## config.mk

```make
export PLATFORM = sky130hd
export DESIGN_NAME = down_counter_ctrl
export DESIGN_NICKNAME = d
export VERILOG_FILES = /design/src/rtl/down_counter_ctrl.sv
export SDC_FILE = /design/constraint.sdc
export NUM_CORES = 1
export LEC_CHECK = 0
export BUFFER_PORTS_ARGS = -buffer_cell sky130_fd_sc_hd__buf_4
export CAP_MARGIN = 25
export CORE_UTILIZATION = 45
export DETAILED_ROUTE_END_ITERATION = 8
export GPL_TIMING_DRIVEN = 0
export PLACE_DENSITY = 0.64
export SYNTH_ARGS = -nofsm -noshare
export SYNTH_HDL_FRONTEND = slang
export SYNTH_SLANG_ARGS = --single-unit
```

## constraint.sdc

```tcl
create_clock -name clk -period 2.5 [get_ports clk]
set_clock_uncertainty 0.2 [all_clocks]
set_input_delay 0.25 -clock clk [delete_from_list [all_inputs] [get_ports clk]]
set_output_delay 0.25 -clock clk [all_outputs]
set_load 0.005 [all_outputs]
```

## src/rtl/down_counter_ctrl.sv

```systemverilog
`default_nettype none
// +--------------------------------------------------------------------------+
// | down_counter_ctrl : load/start/pause sequencer for the 8-bit down-counter |
// |                     display path, with prescaled count and digit scan.   |
// | Revision: 1.0                                                            |
// +--------------------------------------------------------------------------+
module down_counter_ctrl #(
  parameter int TICK_DIV = 4,
  parameter int SCAN_DIV = 2
) (
  input  logic       clk,
  input  logic       rst,
  input  logic       load,
  input  logic [7:0] load_val,
  input  logic       start,
  input  logic       pause,
  output logic [7:0] count,
  output logic       running,
  output logic       done,
  output logic       tick,
  output logic       digit_sel,
  output logic [3:0] digit
);

  localparam int PW = (TICK_DIV > 1) ? $clog2(TICK_DIV) : 1;
  localparam int SW = (SCAN_DIV > 1) ? $clog2(SCAN_DIV) : 1;
  localparam logic [PW-1:0] PRESC_LAST = PW'(TICK_DIV - 1);
  localparam logic [SW-1:0] SCAN_LAST  = SW'(SCAN_DIV - 1);

  localparam logic [2:0] ST_IDLE  = 3'd0;
  localparam logic [2:0] ST_COUNT = 3'd1;
  localparam logic [2:0] ST_PAUSE = 3'd2;
  localparam logic [2:0] ST_DONE  = 3'd3;

  logic [2:0]    state_q,  state_d;
  logic [7:0]    count_q,  count_d;
  logic [7:0]    reload_q, reload_d;
  logic [PW-1:0] presc_q,  presc_d;
  logic          tick_q,   tick_d;
  logic [SW-1:0] scan_q,   scan_d;
  logic          sel_q,    sel_d;

  always_comb begin
    state_d  = state_q;
    count_d  = count_q;
    reload_d = reload_q;
    presc_d  = presc_q;
    tick_d   = 1'b0;

    if (load) begin
      count_d  = load_val;
      reload_d = load_val;
      presc_d  = '0;
      state_d  = ST_IDLE;
    end else begin
      case (state_q)
        ST_IDLE: begin
          if (start) begin
            presc_d = '0;
            state_d = (count_q != 8'd0) ? ST_COUNT : ST_DONE;
          end
        end

        ST_COUNT: begin
          // The pause edge itself does not advance the prescaler, so the
          // phase held in PAUSE is exactly the one seen when pause arrived.
          if (pause) begin
            state_d = ST_PAUSE;
          end else if (count_q == 8'd0) begin
            state_d = ST_DONE;
          end else if (presc_q == PRESC_LAST) begin
            presc_d = '0;
            count_d = count_q - 8'd1;
            tick_d  = 1'b1;
            if (count_q == 8'd1) begin
              state_d = ST_DONE;
            end
          end else begin
            presc_d = presc_q + PW'(1);
          end
        end

        ST_PAUSE: begin
          if (pause) begin
            state_d = ST_COUNT;
          end
        end

        ST_DONE: begin
          if (start) begin
            count_d = reload_q;
            presc_d = '0;
            state_d = (reload_q != 8'd0) ? ST_COUNT : ST_DONE;
          end
        end

        default: begin
          state_d = ST_IDLE;
        end
      endcase
    end
  end

  // Digit scan runs free, independent of the counter state machine.
  always_comb begin
    sel_d = sel_q;
    if (scan_q == SCAN_LAST) begin
      scan_d = '0;
      sel_d  = ~sel_q;
    end else begin
      scan_d = scan_q + SW'(1);
    end
  end

  always_ff @(posedge clk) begin
    if (rst) begin
      state_q  <= ST_IDLE;
      count_q  <= 8'd0;
      reload_q <= 8'd0;
      presc_q  <= '0;
      tick_q   <= 1'b0;
      scan_q   <= '0;
      sel_q    <= 1'b0;
    end else begin
      state_q  <= state_d;
      count_q  <= count_d;
      reload_q <= reload_d;
      presc_q  <= presc_d;
      tick_q   <= tick_d;
      scan_q   <= scan_d;
      sel_q    <= sel_d;
    end
  end

  assign count     = count_q;
  assign running   = (state_q == ST_COUNT);
  assign done      = (state_q == ST_DONE);
  assign tick      = tick_q;
  assign digit_sel = sel_q;
  assign digit     = sel_q ? count_q[7:4] : count_q[3:0];

endmodule
`default_nettype wire
```

# Yosys cells after proc, flatten, opt, wreduce, memory -nomap -nowiden
# Index checks and enable logic that the tools add are counted.
# W data, S select, Z words.
# word_totals
mem_bits_ro	0
ramBits	0
out_inout_bits	16
register_bits	24
n_memories	0
input_bits	13
latchBits	0
elab_cells	65
# op_classes
n_lt_le_gt_ge	0
n_eq_ne	17
div_mod_pow	0
n_addsub	3
reduce_logical	13
mul	0
shifts	0
mux	23
bitwise	2
# op_table
operator	n
$mux W8	5
$mux W3	7
$pmux W8 S2	1
$reduce_bool A8 Y1	2
$mux W2	6
$pmux W3 S4	1
$ne A2 B2 Y1 const B	5
$reduce_and A5 Y1	2
$ne A3 B3 Y1 const B	3
$eq A8 B1 Y1 const B	1
$logic_not A8 Y1	1
$ne A4 B2 Y1 const B	2
$sub A8 B1 Y8 const B	1
$eq A3 B2 Y1 const B	2
$reduce_or A2 Y1	3
$reduce_or A5 Y1	1
$mux W4	1
$pmux W2 S2	1
$reduce_and A4 Y1	1
$eq A3 B1 Y1 const B	1
$logic_not A3 Y1	1
$ne A3 B2 Y1 const B	1
$reduce_bool A3 Y1	1
$add A2 B1 Y2 const B	1
other kinds (6)	7

# Longest topological paths before layout
# logic_depth
word_depth	6
ltp_mapped	6
mapped_depth_nobuf	6

# Worst setup path after synthesis
# No wires, ideal clock.
# synth_timing
path_kind	flip-flop to flip-flop
start	register count_q[0], in the netlist count[0]
end	register count_q[0], in the netlist count[0]
arrival_ns	1.924
stages_incl_launch_ff	7
path_slack_ns	0.251
path_buffers	0
t_required_ns	2.175
period_less_slack_ns	2.249
setup_ns	0.125
path_cell_list	dfxtp_1 > inv_1 > ha_1 > or3b_2 > o21a_4 > o2111a_1 > o41a_1
# synth_between
elab_chain_cells	6
word_cells_on_any_way	9
classes_between	add/sub (1); eq/ne (1); mux (5); reduce/logical (2)
# synth_rtl
item	line_no	rtl
start, declared	36	logic [7:0] count_q, count_d;
start signal, assigned	126	count_q <= count_d;
$sub A8 B1 Y8	73	count_d = count_q - 8'd1;
$mux W8	71	end else if (presc_q == PRESC_LAST) begin
$mux W8	69	end else if (count_q == 8'd0) begin
$mux W8	67	if (pause) begin
$pmux W8 S2	56	case (state_q)
$mux W8	50	if (load) begin
# Several ways; a longest one is shown, not always the timed one. The select of a mux whose other input is x is not followed.
# A chain may end at the register's enable or synchronous reset.

# Worst setup path after layout
# Ends and elaborated chain as after synthesis.

==> results.cfg <==
[grt]
met1_usage = 0.331
grt_max_degree = 13
grtUsageMet3 = 0.0218
grt_use_total = 0.231
grt_pass1_vias = 1329
grt_pass1_wl_mm = 6.15
grt_util_met2 = 0.355
grt_overflow = 0
busiest_layer = met2
antenna_found_initial = 0

[logic_synthesis]
syn_nets = 197
syn_inst = 176
yosys_register_bits = 23
synth_top_cell_area_share = 0.312
yosysWarnings = 0
synth_area_per_cell_um2 = 8.40
yosysSeqAreaShare = 0.312
synth-main-ff-cell = dfxtp_1
synth_top_cell_by_area = dfxtp_1
synth_cell_types = 41
async_reset_ff_frac = 0
synth_edf_count = 0
synth_area_leaders = dfxtp_1 31%, ha_1 6.8%, a21oi_1 4.1%
syn_area_um2 = 1480

[drt]
wl_per_cell_um = 14.7
drtAntennaViolNets = 0
first_pass_iters = 4
routed_wl_mm = 3.79
routed-via-count = 1428
drc = 0
vias_per_cell = 5.53
first_iter_violations = 50

[timing]
finalCritPeriodShare = 0.968
rsz0062_at_grt = no
hold_viol = 0
relSlewSlack = 0.672
clock.fmax_ghz = 0.413
setup_viol = 0
drv_slew = 0
setup_ws_ns = 0.0811
holdWs_ns = 0.0150
tns_ns = 0
min_period_ns = 2.42
worst_pin_slew_ns = 0.493

[pwr]
p_per_area_nw_per_um2 = 467
leakagePower_nw = 0.724
ir_drop_uv = 306

[cts]
clock_latency_ns = 0.31
cts_buffers = 3
clk_pin_slew_ns = 0.12
cts_tree = built
cts-root-buf = clkbuf_4
cts_buffer_depth = 2
cts_sinks = 23
cts_max_level = 1

[place]
dp_cells = 247
pre_cts_ws_ns = -0.0121
dp_hpwl_mm = 2.75
portBuffers = 27
gp_congestion = 0.765

[final_layout]
fin_nets = 236
n_antenna_cell = 0
n_fill_cell = 295
drive_above_1_share = 0.215
fin_cells = 258
area_growth_pct = 24.2

[worst_hold_path]
hold_class = input pin to flip-flop

[floorplanning]
ios = 29
rows = 20
design.die.area_um2 = 3520
fp.coreArea_um2 = 3080
start_util = 0.480
dieWidth_um = 59.3
dieHeight_um = 59.3

[critical_path]
crit_path_max_fanout = 8
required_ns = 2.51
worst_setup_path_start_kind = flip-flop
cp.arrival_ns = 2.43
end_kind = flip-flop
critical_path_class = flip-flop to flip-flop

[run_status]
status = finished, final reports clean

[job]
maxCapViolations = 0
cells in the final DEF, fill, tap and decap left out, drive strengths merged, types with 5 or more instances in the layout:
cell,n
dlygate4sd3,6
nand2b,8
nand2,11
a211oi,5
a31oi,5
buf,30
dfxtp,23
ha,8
nor2,15
mux2i,6
o31ai,8
a21oi,12
o21ai,5
clkbuf,13
nor3b,8
inv,9
flip-flops by register name, indices dropped and copies added (netlist names):
name / cells
state_q: 2
tick: 1
reload_q: 8
digit_sel: 1
scan_q: 1
count: 8
presc_q: 2
cells in the mapped netlist, drive strengths merged (6+ instances only):
cell / count
dfxtp: 23
nor2: 15
a21oi: 12
nand2: 11
clkbuf: 9
inv: 9
ha: 8
nand2b: 8
nor3b: 8
o31ai: 8
mux2i: 6
area by class of cell:
| type | instances | area, µm² | area share |
|---|---|---|---|
| Buffer | 11 | 57.6 | 0.0314 |
| Clock buffer | 4 | 26.3 | 0.0143 |
| Inverter | 9 | 33.8 | 0.0184 |
| Multi-Input combinational cell | 133 | 932 | 0.508 |
| Sequential cell | 23 | 460 | 0.251 |
| Tap cell | 44 | 55.1 | 0.0300 |
| Timing Repair Buffer | 34 | 270 | 0.147 |
kinds of logic after synthesis:
logic type | count (synthesis) | share of synthesized area
buf+inv | 20 | 0.0610
flops | 23 | 0.312
simple gates | 66 | 0.250
compound gates | 47 | 0.229
fa+ha+maj | 8 | 0.0677
xor+xnor | 3 | 0.0178
mux | 9 | 0.0635
timing repair:
item                       CTS  global route
setup endpoints to repair    2             2
hold buffers                 6             0
cloned                       0             0
hold endpoints to repair     6             0
buffers inserted             0             1
resized for setup            1             3
pin swaps                    0             1
final timing paths:
kind / start / end / slack (ns) / depth (start not counted)
max: count[0]$_SDFFE_PP0P_ / count[0]$_SDFFE_PP0P_ / 0.08 / 6
min: load_val[4] / reload_q[4]$_SDFFE_PP0P_ / 0.01 / 3
max reg2reg: count[0]$_SDFFE_PP0P_ / count[0]$_SDFFE_PP0P_ / 0.08 / 6
min reg2reg: scan_q$_SDFF_PP0_ / scan_q$_SDFF_PP0_ / 0.25 / 1
stage by stage:
step | instance area (µm²) | total power, mW | util
4_1_cts | 1830 | 0.866 | 0.593
5_1_grt | 1840 | 0.907 | 0.596
6_report | 1840 | 0.857 | 0.596
2_1_floorplan | 1480 | 0.589 | -
3_5_place_dp | 1740 | 0.679 | 0.564
3_3_place_gp | 1740 | 0.673 | 0.564
worst max-delay path, cell delays in order (launching register included):
cell and delay (ns):
dfxtp_1 0.40, inv_1 0.15, ha_1 0.19, or3b_2 0.55, o21a_4 0.25, o2111a_1 0.22, o41a_1 0.35
report_power, final:
group / internal [mW] / switching [mW] / leakage (nW)
clock: 0.0623 / 0.111 / 0.0150
sequential: 0.390 / 0.0290 / 0.189
combinational: 0.131 / 0.134 / 0.519
total: 0.583 / 0.273 / 0.724
per-layer routing:
metal,up-vias,share of wire
met3,4,0.054
met5,-,0
met4,0,0.0074
met1,665,0.48
li1,719,-
met2,40,0.46
(Power assumes the default switching activity.)
